==> src/rtl/chan_scan_pkg.sv <==
// rtl/chan_scan_pkg.sv - shared constants, state type and lowest-set-bit helper for the channel scanner
package chan_scan_pkg;

    localparam int NUM_CH = 4;
    localparam int SEL_W  = 2;

    typedef enum logic {
        IDLE = 1'b0,
        SCAN = 1'b1
    } scan_state_t;

    function automatic logic [SEL_W-1:0] lowest_set(input logic [NUM_CH-1:0] m);
        logic [SEL_W-1:0] idx;
        idx = '0;
        for (int i = NUM_CH - 1; i >= 0; i--) begin
            if (m[i]) begin
                idx = SEL_W'(i);
            end
        end
        return idx;
    endfunction

endpackage

==> src/rtl/chan_next_find.sv <==
// rtl/chan_next_find.sv - next enabled channel above cur (mod NUM_CH) and pass-wrap flag
module chan_next_find
    import chan_scan_pkg::*;
(
    input  logic [SEL_W-1:0]  cur,
    input  logic [NUM_CH-1:0] mask,
    output logic [SEL_W-1:0]  nxt,
    output logic              wrap
);

    logic             found;
    logic [SEL_W-1:0] idx;

    // With no other enabled channel the scan stays on cur, which counts as a wrap.
    always_comb begin
        nxt   = cur;
        found = 1'b0;
        idx   = '0;
        for (int i = 1; i < NUM_CH; i++) begin
            idx = cur + SEL_W'(i);
            if (!found && mask[idx]) begin
                nxt   = idx;
                found = 1'b1;
            end
        end
        wrap = (nxt <= cur);
    end

endmodule

==> src/rtl/chan_scan_ctrl.sv <==
// rtl/chan_scan_ctrl.sv - channel-scan controller; CHAN_SCAN_MASK_EN adds the ch_mask port
module chan_scan_ctrl
    import chan_scan_pkg::*;
#(
    parameter int DWELL_W = 8
) (
    input  logic               clk,
    input  logic               rst,
    input  logic               start,
    input  logic               stop,
    input  logic               mode_cont,
    input  logic [DWELL_W-1:0] dwell,
`ifdef CHAN_SCAN_MASK_EN
    input  logic [NUM_CH-1:0]  ch_mask,
`endif
    output logic [SEL_W-1:0]   sel,
    output logic               sel_valid,
    output logic               busy,
    output logic               wrap,
    output logic               done
);

    scan_state_t        state_q, state_d;
    logic [SEL_W-1:0]   sel_q, sel_d;
    logic               sel_valid_q, sel_valid_d;
    logic               busy_q, busy_d;
    logic               wrap_q, wrap_d;
    logic               done_q, done_d;
    logic [DWELL_W-1:0] cnt_q, cnt_d;
    logic [DWELL_W-1:0] dwell_lat_q, dwell_lat_d;
    logic               mode_q, mode_d;
    logic [NUM_CH-1:0]  mask_q, mask_d;
    logic [NUM_CH-1:0]  mask_in;
    logic [SEL_W-1:0]   nf_nxt;
    logic               nf_wrap;

`ifdef CHAN_SCAN_MASK_EN
    assign mask_in = ch_mask;
`else
    assign mask_in = '1;
`endif

    chan_next_find u_next (
        .cur  (sel_q),
        .mask (mask_q),
        .nxt  (nf_nxt),
        .wrap (nf_wrap)
    );

    always_comb begin
        state_d     = state_q;
        sel_d       = sel_q;
        sel_valid_d = sel_valid_q;
        busy_d      = busy_q;
        wrap_d      = 1'b0;
        done_d      = 1'b0;
        cnt_d       = cnt_q;
        dwell_lat_d = dwell_lat_q;
        mode_d      = mode_q;
        mask_d      = mask_q;
        case (state_q)
            IDLE: begin
                if (start && !stop) begin
                    mode_d      = mode_cont;
                    dwell_lat_d = dwell;
                    mask_d      = mask_in;
                    if (mask_in != '0) begin
                        sel_d       = lowest_set(mask_in);
                        cnt_d       = dwell;
                        state_d     = SCAN;
                        sel_valid_d = 1'b1;
                        busy_d      = 1'b1;
                    end else begin
                        done_d = 1'b1;
                    end
                end
            end
            SCAN: begin
                if (stop) begin
                    state_d     = IDLE;
                    sel_valid_d = 1'b0;
                    busy_d      = 1'b0;
                    done_d      = 1'b1;
                end else if (cnt_q == '0) begin
                    // End of a one-shot pass leaves sel on the last channel shown.
                    if (nf_wrap && !mode_q) begin
                        state_d     = IDLE;
                        sel_valid_d = 1'b0;
                        busy_d      = 1'b0;
                        done_d      = 1'b1;
                    end else begin
                        sel_d  = nf_nxt;
                        cnt_d  = dwell_lat_q;
                        wrap_d = nf_wrap;
                    end
                end else begin
                    cnt_d = cnt_q - 1'b1;
                end
            end
            default: state_d = IDLE;
        endcase
    end

    always_ff @(posedge clk) begin
        if (rst) begin
            state_q     <= IDLE;
            sel_q       <= '0;
            sel_valid_q <= 1'b0;
            busy_q      <= 1'b0;
            wrap_q      <= 1'b0;
            done_q      <= 1'b0;
            cnt_q       <= '0;
            dwell_lat_q <= '0;
            mode_q      <= 1'b0;
            mask_q      <= '0;
        end else begin
            state_q     <= state_d;
            sel_q       <= sel_d;
            sel_valid_q <= sel_valid_d;
            busy_q      <= busy_d;
            wrap_q      <= wrap_d;
            done_q      <= done_d;
            cnt_q       <= cnt_d;
            dwell_lat_q <= dwell_lat_d;
            mode_q      <= mode_d;
            mask_q      <= mask_d;
        end
    end

    assign sel       = sel_q;
    assign sel_valid = sel_valid_q;
    assign busy      = busy_q;
    assign wrap      = wrap_q;
    assign done      = done_q;

endmodule
==> config.mk <==
export PLATFORM = sky130hd
export DESIGN_NAME = chan_scan_ctrl
export DESIGN_NICKNAME = d
export VERILOG_FILES = /design/src/rtl/chan_scan_pkg.sv /design/src/rtl/chan_next_find.sv /design/src/rtl/chan_scan_ctrl.sv
export SDC_FILE = /design/constraint.sdc
export NUM_CORES = 1
export LEC_CHECK = 0
export CAP_MARGIN = 20
export CORE_ASPECT_RATIO = 1.75
export CORE_MARGIN = 1
export CORE_UTILIZATION = 40
export DETAILED_ROUTE_END_ITERATION = 12
export PLACE_DENSITY = 0.6
export SKIP_LAST_GASP = 1
export SLEW_MARGIN = 30
export SYNTH_ARGS = -nofsm -noshare
export SYNTH_HDL_FRONTEND = slang
export SYNTH_HIERARCHICAL = 1
export SYNTH_SLANG_ARGS = --single-unit
==> constraint.sdc <==
create_clock -name clk -period 3.3 [get_ports clk]
set_input_delay 0.33 -clock clk [delete_from_list [all_inputs] [get_ports clk]]
set_output_delay 0.33 -clock clk [all_outputs]
set_load 0.05 [all_outputs]
==> out/metrics.csv <==
stage;metric;value;unit
clocking;cts_resized;0;
clocking;clk_pin_slew;90;ps
synth;yosysSeqAreaShare;34.8;%
critical_path;required;3480;ps
sta;finalClockSkew;1.92;ps
synth;ys_top_cells_by_area;dfxtp_1, nand2_1, a21oi_1;
clocking;cts_made_buffers;3;
floorplanning;die_w;46.4;um
final_layout;fin_cells;225;
flow_run;maxCapViolations;0;
run_status;status;finished clean;
pwr;p_int;494;uW
pwr;power.share.sequential;45.9;%
sta;finalCriticalPeriod;2800;ps
critical_path;reg2reg_from;mask_q[0];
clocking;cts_htree_levels;1;
synth;ys_types;42;
route;ant_nets;0;
global_route;grt_pass1_vias;1226;
floorplanning;rows;27;
global_route;use_met1;24.4;%
sta;relSlewSlack;64.2;%
synth;synthTopCellsByCount;nand2_1, dfxtp_1, a21oi_1, nor3_1;
route;drcViolationCount;0;
placement;dp_hpwl;2540;um
synth;synth-edff-count;0;
route;drt_wl_total;3460;um
clocking;post_cts_buffers;0;
route;via_count;1263;
route;via_per_inst;5.61;
global_route;grt_max_degree;23;
critical_path;slowest_stage;dfxtp_1;
sta;period_share;85.0;%
synth;yosys.area.top_type;dfxtp_1;
floorplanning;start_util;43.0;%
critical_path;crit_path_end_kind;flop;
synth;yosysMostFrequentCell;nand2_1;
pwr;p_total;725;uW
critical_path;arrival;2990;ps
final_layout;areaGrowthSynthToFinish;18.1;%
placement;place_inst;221;
floorplanning;coreArea;3210;sq um
global_route;grt-busiest-layer;met2;
sta;hold_viol;0;
clocking;numClockSinks;24;
critical_path;worst-path-max-fanout;14;
clocking;cts_root_buffer;clkbuf_8;
clocking;cts_hold_buf;0;
critical_path;worstSetupPathType;flop to flop;
floorplanning;num_io_pins;19;
synth;synth_fp_nets;186;
worst_hold_path;hp-class;flop to flop;
critical_path;cp-start-kind;flop;
sta;setup_violations;0;
final_layout;final_util;50.8;%
worst_hold_path;holdCritStartpoint;dwell_lat_q[3];
final_layout;drive_gt1_share;7.14;%
final_layout;n_antenna_cell;0;
sta;fmax;357;MHz
synth;synth_top_area_share;34.8;%
route;drt-initial-drc-count;40;
synth;synthCells;169;
floorplanning;die_h;79.7;um
synth;ys_ff_latch;24;
global_route;met3_usage;1.58;%
global_route;grtUsageTotal;20.8;%
sta;fin_ws;496;ps
global_route;grt_pass1_wl;5670;um
synth;synth_area;1380;sq um
placement;place.port_buffers;18;
clocking;cts_buffer_depth;2;
final_layout;fillers;338;
global_route;met2_usage;36.3;%
pwr;ir_drop;0.322;mV
clocking;clk_latency;270;ps
critical_path;crit_path_frequent_cell;nor2b_1;
global_route;antenna_found_initial;0;
critical_path;path_cells;mux2i_1, a221oi_1, ha_1, nor2b_1, o21ai_0, nor2b_1, a31oi_1, buf_4, or2_0, a311oi_1;
synth;syn_area_per_cell;8.17;sq um
pwr;powerDensity;445;nW/um^2
placement;place.gp.congestion;0.820;
pwr;sw_frac_of_total;31.8;%
synth;yosys_warnings;6;
route;wl_per_cell;15.4;um
final_layout;final_nets;200;
sta;tightest_slew;536;ps
critical_path;crit_start;mask_q[0];
sta;finalMaxSlewViolations;0;
clocking;cts_tree;done;
global_route;grt_overflow;0;
floorplanning;die_area;3700;sq um
critical_path;slowest_delay;570;ps
placement;dpl_worst_slack;537;ps
sta;rsz0062_at_grt;no;
route;drtPass1Iterations;4;
pwr;leakage;0.597;nW
synth;ys.flop_type;dfxtp_1;
sta;tns;0;ps
pwr;p_comb_share;25.9;%
pwr;switching_power;231;uW
pwr;clock_power_share;28.3;%
synth;synthArstFlopShare;0;%
## state kept, by name (all words and copies together), names as in the netlist
signal and count:
sel 2, mode_q 1, state_q 1, wrap 1, done 1, dwell_lat_q 8
cnt_q 8, mask_q 1, busy 1
## worst max-delay path: cells and delay by family, from the launching register on
kind,cells,cell delay (ps)
buffers and inverters,1,200
adders and majority gates,1,200
AOI/OAI and AO/OA,4,950
and+or+nand+nor,3,640
DFF,1,570
muxes,1,160
## area by class of cell
type	instances	area, sq um	area share (%)
Timing Repair Buffer	21	203	12.4
Multi-Input combinational cell	125	810	49.6
Inverter	8	30.0	1.84
Sequential cell	24	480	29.4
Tap cell	43	53.8	3.30
Clock buffer	4	55.1	3.37
## power by group through the flow
stage	Combinational [mW]	Sequential, mW	Clock (mW)
2_1_floorplan	0.139	0.333	0
3_3_place_gp	0.184	0.338	0
3_5_place_dp	0.187	0.339	0
4_1_cts	0.188	0.332	0.207
5_1_grt	0.206	0.336	0.220
6_report	0.188	0.333	0.205
## cells by family after synthesis
logic type	Yosys count	synth area share, %
DFF	24	34.8
buffers and inverters	20	6.98
and+or+nand+nor	66	25.5
AOI/OAI and AO/OA	49	24.8
adders and majority gates	4	3.62
xor gates and xnor gates	1	0.634
muxes	5	3.62
## routing by layer
metal,share of wire [%],wire [um]
met1,42,1470
met2,53,1840
met3,1.8,61
met4,2.5,87
met5,0,0
## cell usage in the layout, fill, tap and decap left out, types with 4 or more instances in the layout
master	Yosys	final
a311oi_1	5	5
nand2b_1	4	4
nor3_1	8	8
inv_1	7	7
mux2i_1	5	5
clkdlybuf4s50_1	0	18
nand2_1	28	28
ha_1	4	4
dfxtp_1	24	24
a21oi_1	14	14
clkbuf_8	0	4
nor2_1	7	7
a31oi_1	5	5
o211ai_1	4	4
## through the flow
| stage | hold slack (ps) | cell area [sq um] |
|---|---|---|
| finish | 462 | 1630 |
| global route | 484 | 1630 |
| CTS | 462 | 1630 |
| detailed placement | 449 | 1580 |
| global placement | 448 | 1580 |
| floorplan | 429 | 1380 |
## worst paths after layout
path	cells after the start	endpoint	slack [ps]
hold reg to reg	2	dwell_lat_q[3]	460
setup reg to reg	10	cnt_q[5]	500
setup / recovery	10	cnt_q[5]	500
hold / removal	2	dwell_lat_q[3]	460
Note: power is estimated with default switching activity, not from simulation.
